[config.mk]
export PLATFORM = sky130hd
export DESIGN_NAME = multicycle_control_fsm
export DESIGN_NICKNAME = d
export VERILOG_FILES = /design/src/rtl/multicycle_control_fsm.sv
export SDC_FILE = /design/constraint.sdc
export NUM_CORES = 1
export LEC_CHECK = 0
export BUFFER_PORTS_ARGS = -buffer_cell sky130_fd_sc_hd__buf_2
export CAP_MARGIN = 20
export CELL_PAD_IN_SITES_DETAIL_PLACEMENT = 0
export CELL_PAD_IN_SITES_GLOBAL_PLACEMENT = 1
export CORE_ASPECT_RATIO = 0.6
export CORE_UTILIZATION = 30
export DETAILED_ROUTE_END_ITERATION = 8
export PLACE_DENSITY_LB_ADDON = 0.12
export SYNTH_ARGS = -nofsm -noshare
export SYNTH_HDL_FRONTEND = slang
export SYNTH_SLANG_ARGS = --single-unit
[constraint.sdc]
create_clock -name CLK -period 1.7 [get_ports CLK]
set_input_delay 0.255 -clock CLK [delete_from_list [all_inputs] [get_ports CLK]]
set_output_delay 0.255 -clock CLK [all_outputs]
set_load 0.01 [all_outputs]
[src/rtl/multicycle_control_fsm.sv]
// multicycle_control_fsm: main sequencer of the 16-bit multi-cycle CPU, driving per-state datapath strobes.
module multicycle_control_fsm (
  input  logic       CLK,
  input  logic       reset,
  input  logic [6:0] opcode,
  input  logic [1:0] br_sel,
  output logic       PCWrite,
  output logic       PC_isbranch,
  output logic [1:0] branchType,
  output logic       PCSource,
  output logic       IR_write,
  output logic       IorD,
  output logic       mem_write,
  output logic       RegWrite,
  output logic       MemtoReg,
  output logic       ALUSrcA,
  output logic [1:0] ALUSrcB,
  output logic [1:0] ALUOp,
  output logic [3:0] state,
  output logic       halted,
  output logic       bad_op
);
  localparam logic [6:0] OP_ADD  = 7'h01;
  localparam logic [6:0] OP_SUB  = 7'h02;
  localparam logic [6:0] OP_ADDI = 7'h03;
  localparam logic [6:0] OP_LW   = 7'h10;
  localparam logic [6:0] OP_SW   = 7'h11;
  localparam logic [6:0] OP_BR   = 7'h20;
  localparam logic [6:0] OP_JMP  = 7'h30;
  localparam logic [6:0] OP_HALT = 7'h7F;
  typedef enum logic [3:0] {
    S_FETCH = 4'd0, S_FETCH2 = 4'd1, S_DECODE = 4'd2, S_EXEC_R = 4'd3,
    S_EXEC_I = 4'd4, S_WB_ALU = 4'd5, S_MEM_ADDR = 4'd6, S_MEM_RD = 4'd7,
    S_MEM_RD2 = 4'd8, S_WB_MEM = 4'd9, S_MEM_WR = 4'd10, S_BRANCH = 4'd11,
    S_JUMP = 4'd12, S_HALT = 4'd13
  } state_t;
  state_t r_state, w_next;
  logic   r_bad_op, w_set_bad;
  always_ff @(posedge CLK or posedge reset)
    if (reset) begin
      r_state  <= S_FETCH;
      r_bad_op <= 1'b0;
    end else begin
      r_state  <= w_next;
      r_bad_op <= r_bad_op | w_set_bad;
    end
  // Unlisted strobes default to 0, so the reset/FETCH state never writes anything.
  always_comb begin
    w_next      = S_FETCH;
    w_set_bad   = 1'b0;
    PCWrite     = 1'b0;
    PC_isbranch = 1'b0;
    branchType  = 2'd0;
    PCSource    = 1'b0;
    IR_write    = 1'b0;
    IorD        = 1'b0;
    mem_write   = 1'b0;
    RegWrite    = 1'b0;
    MemtoReg    = 1'b0;
    ALUSrcA     = 1'b0;
    ALUSrcB     = 2'd0;
    ALUOp       = 2'd0;
    halted      = 1'b0;
    case (r_state)
      S_FETCH:  w_next = S_FETCH2;
      S_FETCH2: begin
        IR_write = 1'b1;
        ALUSrcB  = 2'd1;
        PCWrite  = 1'b1;
        w_next   = S_DECODE;
      end
      S_DECODE: begin
        ALUSrcB = 2'd2;
        case (opcode)
          OP_ADD, OP_SUB: w_next = S_EXEC_R;
          OP_ADDI:        w_next = S_EXEC_I;
          OP_LW, OP_SW:   w_next = S_MEM_ADDR;
          OP_BR:          w_next = S_BRANCH;
          OP_JMP:         w_next = S_JUMP;
          OP_HALT:        w_next = S_HALT;
          default:        w_set_bad = 1'b1;
        endcase
      end
      S_EXEC_R: begin
        ALUSrcA = 1'b1;
        ALUOp   = (opcode == OP_SUB) ? 2'd1 : 2'd0;
        w_next  = S_WB_ALU;
      end
      S_EXEC_I: begin
        ALUSrcA = 1'b1;
        ALUSrcB = 2'd2;
        w_next  = S_WB_ALU;
      end
      S_WB_ALU: RegWrite = 1'b1;
      S_MEM_ADDR: begin
        ALUSrcA   = 1'b1;
        ALUSrcB   = 2'd2;
        w_next    = (opcode == OP_SW) ? S_MEM_WR : (opcode == OP_LW) ? S_MEM_RD : S_FETCH;
        w_set_bad = (opcode != OP_SW) && (opcode != OP_LW);
      end
      S_MEM_RD: begin
        IorD   = 1'b1;
        w_next = S_MEM_RD2;
      end
      S_MEM_RD2: begin
        IorD   = 1'b1;
        w_next = S_WB_MEM;
      end
      S_WB_MEM: begin
        RegWrite = 1'b1;
        MemtoReg = 1'b1;
      end
      S_MEM_WR: begin
        IorD      = 1'b1;
        mem_write = 1'b1;
      end
      S_BRANCH: begin
        ALUSrcA     = 1'b1;
        ALUOp       = 2'd1;
        PC_isbranch = 1'b1;
        branchType  = br_sel;
        PCSource    = 1'b1;
      end
      S_JUMP: begin
        ALUSrcB  = 2'd2;
        ALUOp    = 2'd2;
        PCSource = 1'b1;
        PCWrite  = 1'b1;
      end
      S_HALT: begin
        halted = 1'b1;
        w_next = S_HALT;
      end
      default: w_set_bad = 1'b1;
    endcase
  end
  assign state  = r_state;
  assign bad_op = r_bad_op;
endmodule

# After elaboration in Yosys (flattened, before gate mapping)
# Cells that the tools add are included.
[word_totals]
out_inout_bits = 21
elab_cells = 59
n_memories = 0
mem_bits_ro = 0
latch_bits = 0
regBits = 5
in_bits = 11
mem_bits_rw = 0
[op_classes]
eq_ne = 23
n_addsub = 0
div = 0
muxes = 20
reduce_logical = 13
order_cmp = 0
bitwise_logic = 1
n_mul = 0
n_shift = 0
[op_table]
columns = ["cell", "count"]
rows = [
  ["one-hot mux 4 bit (8 select lines)", 1],
  ["== test 4 bit, second input constant", 6],
  ["one-hot mux 4 bit (6 select lines)", 1],
  ["== test 4 x 3 -> 1 bit, second input constant", 4],
  ["== test 7 x 2 -> 1 bit, second input constant", 2],
  ["== test 7 x 5 -> 1 bit, second input constant", 2],
  ["== test 7 x 6 -> 1 bit, second input constant", 2],
  ["inequality test 7 x 5 -> 1 bit, second input constant", 2],
  ["2-to-1 mux 1 bit", 12],
  ["OR reduction 12 bit", 1],
  ["OR reduction 2 bit", 6],
  ["== test 4 x 2 -> 1 bit, second input constant", 2],
  ["OR reduction 4 bit", 2],
  ["OR reduction 8 bit", 1],
  ["== test 7 x 1 -> 1 bit, second input constant", 1],
  ["== test 7 bit, second input constant", 1],
  ["one-hot mux 2 bit (3 select lines)", 1],
  ["== test 4 x 1 -> 1 bit, second input constant", 1],
  ["zero test 4 bit", 1],
  ["2-to-1 mux 4 bit", 1],
  ["one-hot mux 2 bit (2 select lines)", 1],
  ["2-to-1 mux 3 bit", 1],
  ["one-hot mux 1 bit (3 select lines)", 1],
  ["OR reduction 3 bit", 1],
  ["other kinds (3)", 3],
]

# Longest topological paths before layout
# Gate-level depths: netlist (run 1).
[depth]
depth_word = 5
ltp_mapped = 5
ltp_nobuf = 4

# Least setup slack after synthesis (run 1)
# OpenSTA, ideal clock, no wires.
[synth_path]
path_type = "reg-to-output"
start = "register r_state[1], in the netlist state[1]"
end = "output PCWrite"
n_path_buf = 1
slack_ns = 0.139
required_ns = 1.445
path_stages_with_launch = 5
t_arrival_ns = 1.306
path_cell_list = "dfrtp_1 -> clkbuf_1 -> nand2b_1 -> nor3_1 -> nand2b_1"
[synth_between]
elab_chain_len = 3
elab_cells_between_ends = 4
classes_between = "eq/ne (2); mux (1); reduce/logical (1)"
[synth_rtl]
columns = ["element", "line_no", "source"]
rows = [
  ["start, declared", "37", "state_t r_state, w_next;"],
  ["start signal, assigned", "44", "r_state <= w_next;"],
  ["== test 4 bit / == test 4 x 1 -> 1 bit (equally long branches)", "64", "case (r_state)"],
  ["OR reduction 2 bit (no source line) (*)", "-", ""],
  ["2-to-1 mux 1 bit (*)", "64", ""],
  ["end, declared", "7", "output logic PCWrite,"],
]
# Every way passes the cells marked *; elsewhere a longest branch is shown, timed or not.

# Worst setup path after layout (run 1)
[layout_path]
start = "register r_state[0], in the netlist state[0]"
end = "output PCSource"
[layout_between]
elab_chain_len = 3
elab_cells_between_ends = 4
classes_between = "eq/ne (2); mux (1); reduce/logical (1)"
[layout_rtl]
columns = ["element", "line_no", "source"]
rows = [
  ["== test 4 bit", "64", ""],
  ["OR reduction 2 bit (no source line) (*)", "-", ""],
  ["2-to-1 mux 1 bit (*)", "64", ""],
  ["end, declared", "10", "output logic PCSource,"],
]
# Marked as above.

==> results.cfg, run 1 <==
[final_layout]
antennaDiodeCount = 0
nNetsFinal = 144
drive_gt1_share_pct = 43.94
n_fill_cell = 215
stdcell_count = 160
syn_to_final_growth_pct = 39.85

[worst_setup_path]
start_kind = flip-flop
required_ps = 1440
worstReg2RegEnd = state[2]
r2r_cells = 5
crit_path_cell_trace = or3_1, o21ai_0, buf_2
endpoint_kind = primary output
critPathBufInv = 1
reg2reg_setup_slack_ps = 250
cp.depth = 3
max_stage_delay_ps = 480
cp_max_fo = 11
slowest_stage = dfrtp_2
cp_top_family = flip-flops
worstPathArrival_ps = 1360
worstSetupPathType = reg -> out
rr_startpoint = state[3]

[global_route]
grt_max_degree = 15
grt_pass1_vias = 656
antenna_found_initial = 0
overflow = 0
grt_pass1_wl_mm = 3.229
grt_usage_pct = 18.30

[logic_synthesis]
synth.area.top_cells = dfrtp_1 19%, nor2_1 6.3%, nand2b_1 5.7%
ys_seq_area_share_pct = 18.98
synth_area_leader_cell = dfrtp_1
async_reset_ff_share_pct = 100.0
ys_types = 40
ys_ff_latch = 5
synth_common_cells = 11 x nor2_1, 7 x nand2_1, 6 x nand2b_1, 6 x nor3_1
synth-edff-count = 0
synth_ff_type = dfrtp_1
syn_area_um2 = 659.4
syn_inst = 93
syn_nets = 104
avgSynthCellArea_um2 = 7.090
yosys_warnings = 0
yosysMostFrequentCell = nor2_1
yosysTopAreaCellShare_pct = 18.98

[routing]
drc_errors = 0
first_pass_iters = 4
dr.first_iter.drc_count = 53
routed_wl_mm = 2.015
routedWlPerCell_um = 12.59
ant_nets = 0
num_vias = 838
via_per_inst = 5.238

[flow_run]
drv_cap = 0

[timing]
tns_ps = 0
max_slew_margin_pct = 71.66
hold_viol = 0
clock.fmax_mhz = 621.1
setup_ws_ps = 89.92
fin_crit_ps = 1610
hold_slack_ps = 451.9
slew_viol_final = 0
worstMarginPinSlew_ps = 419.8
finalSetupViolations = 0
fin_worst_skew_ps = 1.738
finalCritPeriodShare_pct = 94.71
rsz0062_at_grt = no

[placement]
dp_cells = 155
dp_hpwl_mm = 1.609
place_ws_ps = 106.5
port_buffers = 31
gp_congestion = 0.7921

[power_and_ir_drop]
p_per_area_nw_per_um2 = 1312
leakagePower_nw = 0.4319
power_w = 0.001210
peakVddDrop_mv = 0.4186

[floorplanning]
io_pins = 32
core-area_um2 = 1952
die-area_um2 = 2396
dieWidth_um = 62.53
core.rowCount = 12
initial_core_util_pct = 33.78
die_h_um = 38.32

[clock_tree]
cts_tree = built
path_clk_slew_ps = 40
clk_latency_ps = 240
cts.sinks = 5
clock_path_buffers = 2
htreeDepth = 1
cts_buffers = 3
cts_root_buf = clkbuf_4

[worst_hold_path]
hp-class = in -> async

[run_status]
status = completed
-- sequential cells by signal, summed over array words and instances, names as in the netlist --
signal / cells
bad_op: 1
state: 4
-- cells in the final DEF (no fill, tap or decap), types with 2 or more instances in the layout --
master,count
a21oi_1,5
and2_1,2
buf_2,31
buf_4,13
clkbuf_4,3
dfrtp_2,4
inv_1,2
nand2_1,7
nand2b_1,5
nand3b_1,2
nand4_1,3
nor2_1,11
nor3_1,6
nor3b_1,2
nor4_1,2
o21a_1,2
o21ai_0,4
o22ai_1,2
o311ai_0,2
or2_2,2
-- worst min-delay path: stages --
cell and delay (ps):
dlygate4sd3_1 530, buf_2 120, inv_1 150
-- power breakdown --
part | total (W) | switching (W) | internal [W]
sequential | 0.000249 | 0.0000851 | 0.000164
combinational | 0.000822 | 0.000437 | 0.000385
clock | 0.000138 | 0.0000493 | 0.0000888
-- final cells by class --
class,count,area (um^2),share of cell area [%]
Clock buffer,4,26.28,2.849
Inverter,2,7.507,0.8141
Multi-Input combinational cell,76,460.4,49.93
Sequential cell,5,130.1,14.11
Tap cell,28,35.03,3.799
Timing Repair Buffer,45,262.8,28.49
-- what timing repair did --
item,CTS,global route
resized for setup,1,4
hold buffers,1,0
pin swaps,0,0
buffers inserted,0,0
endpoints found under the hold margin,5,0
setup endpoints to repair,1,8
-- worst max-delay path by stage --
stage / from / end
floorplan: state[1] / PCWrite
global placement: opcode[3] / ALUOp[0]
detailed placement: opcode[3] / ALUOp[0]
CTS: state[2] / PCSource
global route: state[1] / PCWrite
finish: state[0] / PCSource
-- per-layer routing --
metal,track usage [%],wire length [um],vias up
met2,26.90,829,28
met3,4.762,97,2
met4,5.233,11,0
met1,26.02,1076,392
met5,0,0,-
li1,-,-,416
-- logic make-up (layout without fill, tap and decap cells) --
kind of cell / Yosys count / count (layout) / synth area share [%]
multiplexers: 1 / 1 / 1.708
AO/OA/AOI/OAI: 23 / 23 / 22.96
buffers and inverters: 12 / 51 / 11.57
AND/OR/NAND/NOR: 51 / 51 / 43.45
XOR/XNOR: 1 / 1 / 1.329
flip-flops: 5 / 5 / 18.98
-- per-stage QoR --
step	utilization, %	cell area (um^2)
finish	47.24	922.1
global route	47.24	922.1
CTS	46.92	915.9
detailed placement	45.00	878.3
global placement	45.00	878.3
floorplan	-	659.4
(Power assumes the default switching activity.)
==> run 2, diff against run 1 <==
--- a/config.mk
+++ b/config.mk
@@ -12,7 +12,7 @@
 export CORE_ASPECT_RATIO = 0.6
 export CORE_UTILIZATION = 30
 export DETAILED_ROUTE_END_ITERATION = 8
-export PLACE_DENSITY_LB_ADDON = 0.12
+export PLACE_DENSITY = 0.75
 export SYNTH_ARGS = -nofsm -noshare
 export SYNTH_HDL_FRONTEND = slang
 export SYNTH_SLANG_ARGS = --single-unit
==> results.cfg, run 2 (same netlist as run 1, synthesis figures left out) <==
[floorplanning]
initial_core_util_pct = 33.78
die_h_um = 38.32
core.rowCount = 12
die-area_um2 = 2396
io_pins = 32
dieWidth_um = 62.53
core-area_um2 = 1952

[clock_tree]
htreeDepth = 1
clock_path_buffers = 2
clk_latency_ps = 240
cts_tree = built
path_clk_slew_ps = 50
cts.sinks = 5
cts_root_buf = clkbuf_4
cts_buffers = 3

[timing]
finalSetupViolations = 0
tns_ps = 0
finalCritPeriodShare_pct = 95.01
hold_viol = 0
worstMarginPinSlew_ps = 332.9
fin_worst_skew_ps = 4.358
fin_crit_ps = 1615
max_slew_margin_pct = 77.53
slew_viol_final = 0
clock.fmax_mhz = 619.1
rsz0062_at_grt = no

[routing]
routedWlPerCell_um = 12.99
num_vias = 832
routed_wl_mm = 2.065
dr.first_iter.drc_count = 36
ant_nets = 0
via_per_inst = 5.233
drc_errors = 0
first_pass_iters = 4

[global_route]
grt_max_degree = 14
grt_pass1_vias = 662
antenna_found_initial = 0
grt_usage_pct = 17.42
overflow = 0
grt_pass1_wl_mm = 3.146

[worst_setup_path]
worstPathArrival_ps = 1360
worstSetupPathType = reg -> out
max_stage_delay_ps = 460
required_ps = 1440
start_kind = flip-flop
slowest_stage = dfrtp_2
crit_path_cell_trace = nand2b_2, nor3_2, nand2b_1, buf_2
endpoint_kind = primary output
cp_max_fo = 9

[final_layout]
largest_reg_flops = 4
drive_gt1_share_pct = 45.80
mostFrequentLayoutCell = buf_2
n_fill_cell = 211
syn_to_final_growth_pct = 40.61
antennaDiodeCount = 0
nNetsFinal = 143
layout_common_cells = 31 x buf_2, 12 x buf_4, 11 x nor2_1
finalCoreUtilization_pct = 47.50

[power_and_ir_drop]
leakagePower_nw = 0.4376
peakVddDrop_mv = 0.4119
p_per_area_nw_per_um2 = 1313

[flow_run]
drv_cap = 0

[placement]
gp_congestion = 0.8492
dp_hpwl_mm = 1.526
port_buffers = 31

[run_status]
status = completed

[worst_hold_path]
hp-class = in -> async
==> run 2: changes by cell type in the layout (fill, tap and decap cells not counted) <==
| cell | delta |
|---|---|
| nor3_2 | +1 |
| dfrtp_2 | -1 |
| dfrtp_1 | +1 |
| or3_1 | -1 |
| nand2_2 | +1 |
| clkbuf_1 | -1 |
| or3_4 | +1 |
| clkinv_2 | +1 |
| nand2_1 | -1 |
| nor3_1 | -1 |
| buf_4 | -1 |
==> run 2: final cells by class <==
class / instances / area, um^2 / area share, %
Timing Repair Buffer: 44 / 255.2 / 27.53
Clock inverter: 1 / 5.005 / 0.5398
Multi-Input combinational cell: 76 / 473.0 / 51.01
Inverter: 2 / 7.507 / 0.8097
Sequential cell: 5 / 128.9 / 13.90
Clock buffer: 3 / 22.52 / 2.429
Tap cell: 28 / 35.03 / 3.779
==> run 2: what timing repair did <==
| action | 4_1_cts | 5_1_grt |
|---|---|---|
| hold buffers | 1 | 0 |
| buffers inserted | 0 | 4 |
| endpoints found under the setup margin | 7 | 5 |
| hold endpoints to repair | 5 | 0 |
| resized for setup | 2 | 5 |
==> run 2: critical path: cells and delay by family (launching register included) <==
kind                   cells  cell delay, ps
buffers and inverters      1             130
DFF                        1             460
and+or+nand+nor            3             530
==> run 2: report_power, final <==
group / switching (W) / internal (W)
registers: 0.0000791 / 0.000163
clock network: 0.0000533 / 0.0000853
logic: 0.000457 / 0.000380
==> run 2: final timing paths <==
| path | startpoint | end | slack (ps) | cells past startpoint |
|---|---|---|---|---|
| worst max-delay path | state[1] | PCWrite | 80 | 4 |
| worst min-delay path | reset | bad_op | 450 | 3 |
| worst max register to register | state[0] | state[2] | 200 | 5 |
| worst min register to register | bad_op | bad_op | 580 | 3 |
| max in group asynchronous | reset | state[1] | 1060 | 3 |
| min in group CLK | opcode[5] | bad_op | 500 | 4 |
==> run 2: layer usage <==
layer	up-vias	routed length, um	GRT usage (%)
met1	388	1046	25.31
met3	2	103	5.357
met4	0	9	5.233
li1	418	-	-
met2	24	905	23.91
met5	-	0	0
==> run 2: stage by stage <==
stage / std cells / setup WS (ps) / instance area [um^2] / hold WS, ps / total power, W
final: 159 / 84.88 / 927.1 / 451.8 / 0.001218
after global routing: 159 / 8.060 / 927.1 / 462.6 / 0.001321
after global placement: 150 / 137.6 / 840.8 / 156.2 / 0.0009753
after detailed placement: 150 / 129.4 / 840.8 / 161.1 / 0.0009862
after CTS: 155 / 18.74 / 880.8 / 454.5 / 0.001136
after floorplan: 93 / 139.3 / 659.4 / 33.52 / 0.0007018
==> run 3, diff against run 2 <==
--- a/config.mk
+++ b/config.mk
@@ -5,6 +5,7 @@
 export SDC_FILE = /design/constraint.sdc
 export NUM_CORES = 1
 export LEC_CHECK = 0
+export ABC_CLOCK_PERIOD_IN_PS = 1700
 export BUFFER_PORTS_ARGS = -buffer_cell sky130_fd_sc_hd__buf_2
 export CAP_MARGIN = 20
 export CELL_PAD_IN_SITES_DETAIL_PLACEMENT = 0
@@ -12,7 +13,9 @@
 export CORE_ASPECT_RATIO = 0.6
 export CORE_UTILIZATION = 30
 export DETAILED_ROUTE_END_ITERATION = 8
+export MAX_ROUTING_LAYER = met4
 export PLACE_DENSITY = 0.75
+export RECOVER_POWER = 50
 export SYNTH_ARGS = -nofsm -noshare
 export SYNTH_HDL_FRONTEND = slang
 export SYNTH_SLANG_ARGS = --single-unit
==> results.cfg, run 3 (same netlist as run 1, synthesis figures left out) <==
[floorplanning]
initial_core_util_pct = 33.78
io_pins = 32
dieWidth_um = 62.53
die-area_um2 = 2396
core.rowCount = 12
die_h_um = 38.32
core-area_um2 = 1952

[timing]
tns_ps = 0
max_slew_margin_pct = 78.45
slew_viol_final = 0
fin_worst_skew_ps = 4.101
finalCritPeriodShare_pct = 95.11
worstMarginPinSlew_ps = 319.1
hold_viol = 0
hold_slack_ps = 452.1
setup_ws_ps = 83.20
fin_crit_ps = 1617
rsz0062_at_grt = no
finalSetupViolations = 0
clock.fmax_mhz = 618.5

[worst_setup_path]
max_stage_delay_ps = 460
endpoint_kind = primary output
reg2reg_setup_slack_ps = 190
worstPathArrival_ps = 1360
required_ps = 1440
worstSetupPathType = reg -> out
crit_path_cell_trace = nand2b_2, nor3_2, nand2b_1, buf_2
start_kind = flip-flop
cp_max_fo = 9
slowest_stage = dfrtp_2

[final_layout]
nNetsFinal = 143
layout_common_cells = 29 x buf_2, 11 x nor2_1, 9 x buf_4
syn_to_final_growth_pct = 39.09
antennaDiodeCount = 0
mostFrequentLayoutCell = buf_2
largest_reg_flops = 4
drive_gt1_share_pct = 42.75

[power_and_ir_drop]
leakagePower_nw = 0.4259
p_per_area_nw_per_um2 = 1313
power_w = 0.001204
peakVddDrop_mv = 0.4066

[routing]
ant_nets = 0
routedWlPerCell_um = 13.11
drc_errors = 0
routed_wl_mm = 2.084
dr.first_iter.drc_count = 23
first_pass_iters = 4
num_vias = 833
via_per_inst = 5.239

[placement]
port_buffers = 31
dp_hpwl_mm = 1.526
gp_congestion = 0.8626
place_ws_ps = 129.4

[clock_tree]
clk_latency_ps = 240
cts.sinks = 5
cts_tree = built
cts_buffers = 3
path_clk_slew_ps = 50
cts_root_buf = clkbuf_4
htreeDepth = 1
clock_path_buffers = 2

[global_route]
grt_max_degree = 14
grt_pass1_vias = 661
grt_pass1_wl_mm = 3.160
overflow = 0
antenna_found_initial = 0
grt_usage_pct = 17.97

[flow_run]
drv_cap = 0

[worst_hold_path]
hp-class = in -> async

[run_status]
status = completed
[run 3: changes by cell type in the layout (fill, tap and decap cells not counted)]
cell / change
clkbuf_1: +4
buf_4: -3
buf_2: -2
clkbuf_4: +1
[run 3: path summary, 6_finish.rpt]
path                       cells past startpoint        to      start
max reg2reg                                    5  state[2]   state[0]
max in group asynchronous                      3  state[1]      reset
min                                            3    bad_op      reset
min in group CLK                               4    bad_op  opcode[5]
max                                            4   PCWrite   state[1]
min reg2reg                                    3    bad_op     bad_op
[run 3: what timing repair did]
item / CTS / global route
endpoints found under the setup margin: 7 / 6
setup buffers: 0 / 4
hold buffers: 1 / 0
resized for setup: 2 / 5
endpoints found under the hold margin: 5 / 0
[run 3: routing by layer]
metal  vias to the layer above  GRT usage (%)  share of wire [%]
li1                        416              -                  -
met1                       391          25.49                 51
met2                        24          23.91                 43
met3                         2          5.357                5.6
met4                         0          5.233               0.43
met5                         -              -                  0
[run 3: cell type report]
cell class                 instances  area, um^2
tap                               28       35.03
fill                             217        1035
clock inverter                     1       5.005
clock buffer                       3       22.52
timing repair buffer              44       245.2
sequential                         5       128.9
multi-input combinational         76       473.0
inverter                           2       7.507
[run 3: worst max-delay path, delay by kind of cell (launching register included)]
| family | cells | cell delay [ps] |
|---|---|---|
| AND/OR/NAND/NOR | 3 | 530 |
| buffers and inverters | 1 | 130 |
| flip-flops | 1 | 460 |
[run 3: where the power goes]
group | internal [W] | switching [W] | leakage (nW)
Combinational | 0.000362 | 0.000463 | 0.352
Sequential | 0.000163 | 0.0000787 | 0.0561
Clock | 0.0000853 | 0.0000531 | 0.0177
[run 3: metrics by stage]
step                cells  instance area [um^2]  util [%]
floorplan              93                 659.4         -
global placement      150                 840.8     43.08
detailed placement    150                 840.8     43.08
CTS                   155                 880.8     45.13
global route          159                 917.1     46.99
finish                159                 917.1     46.99
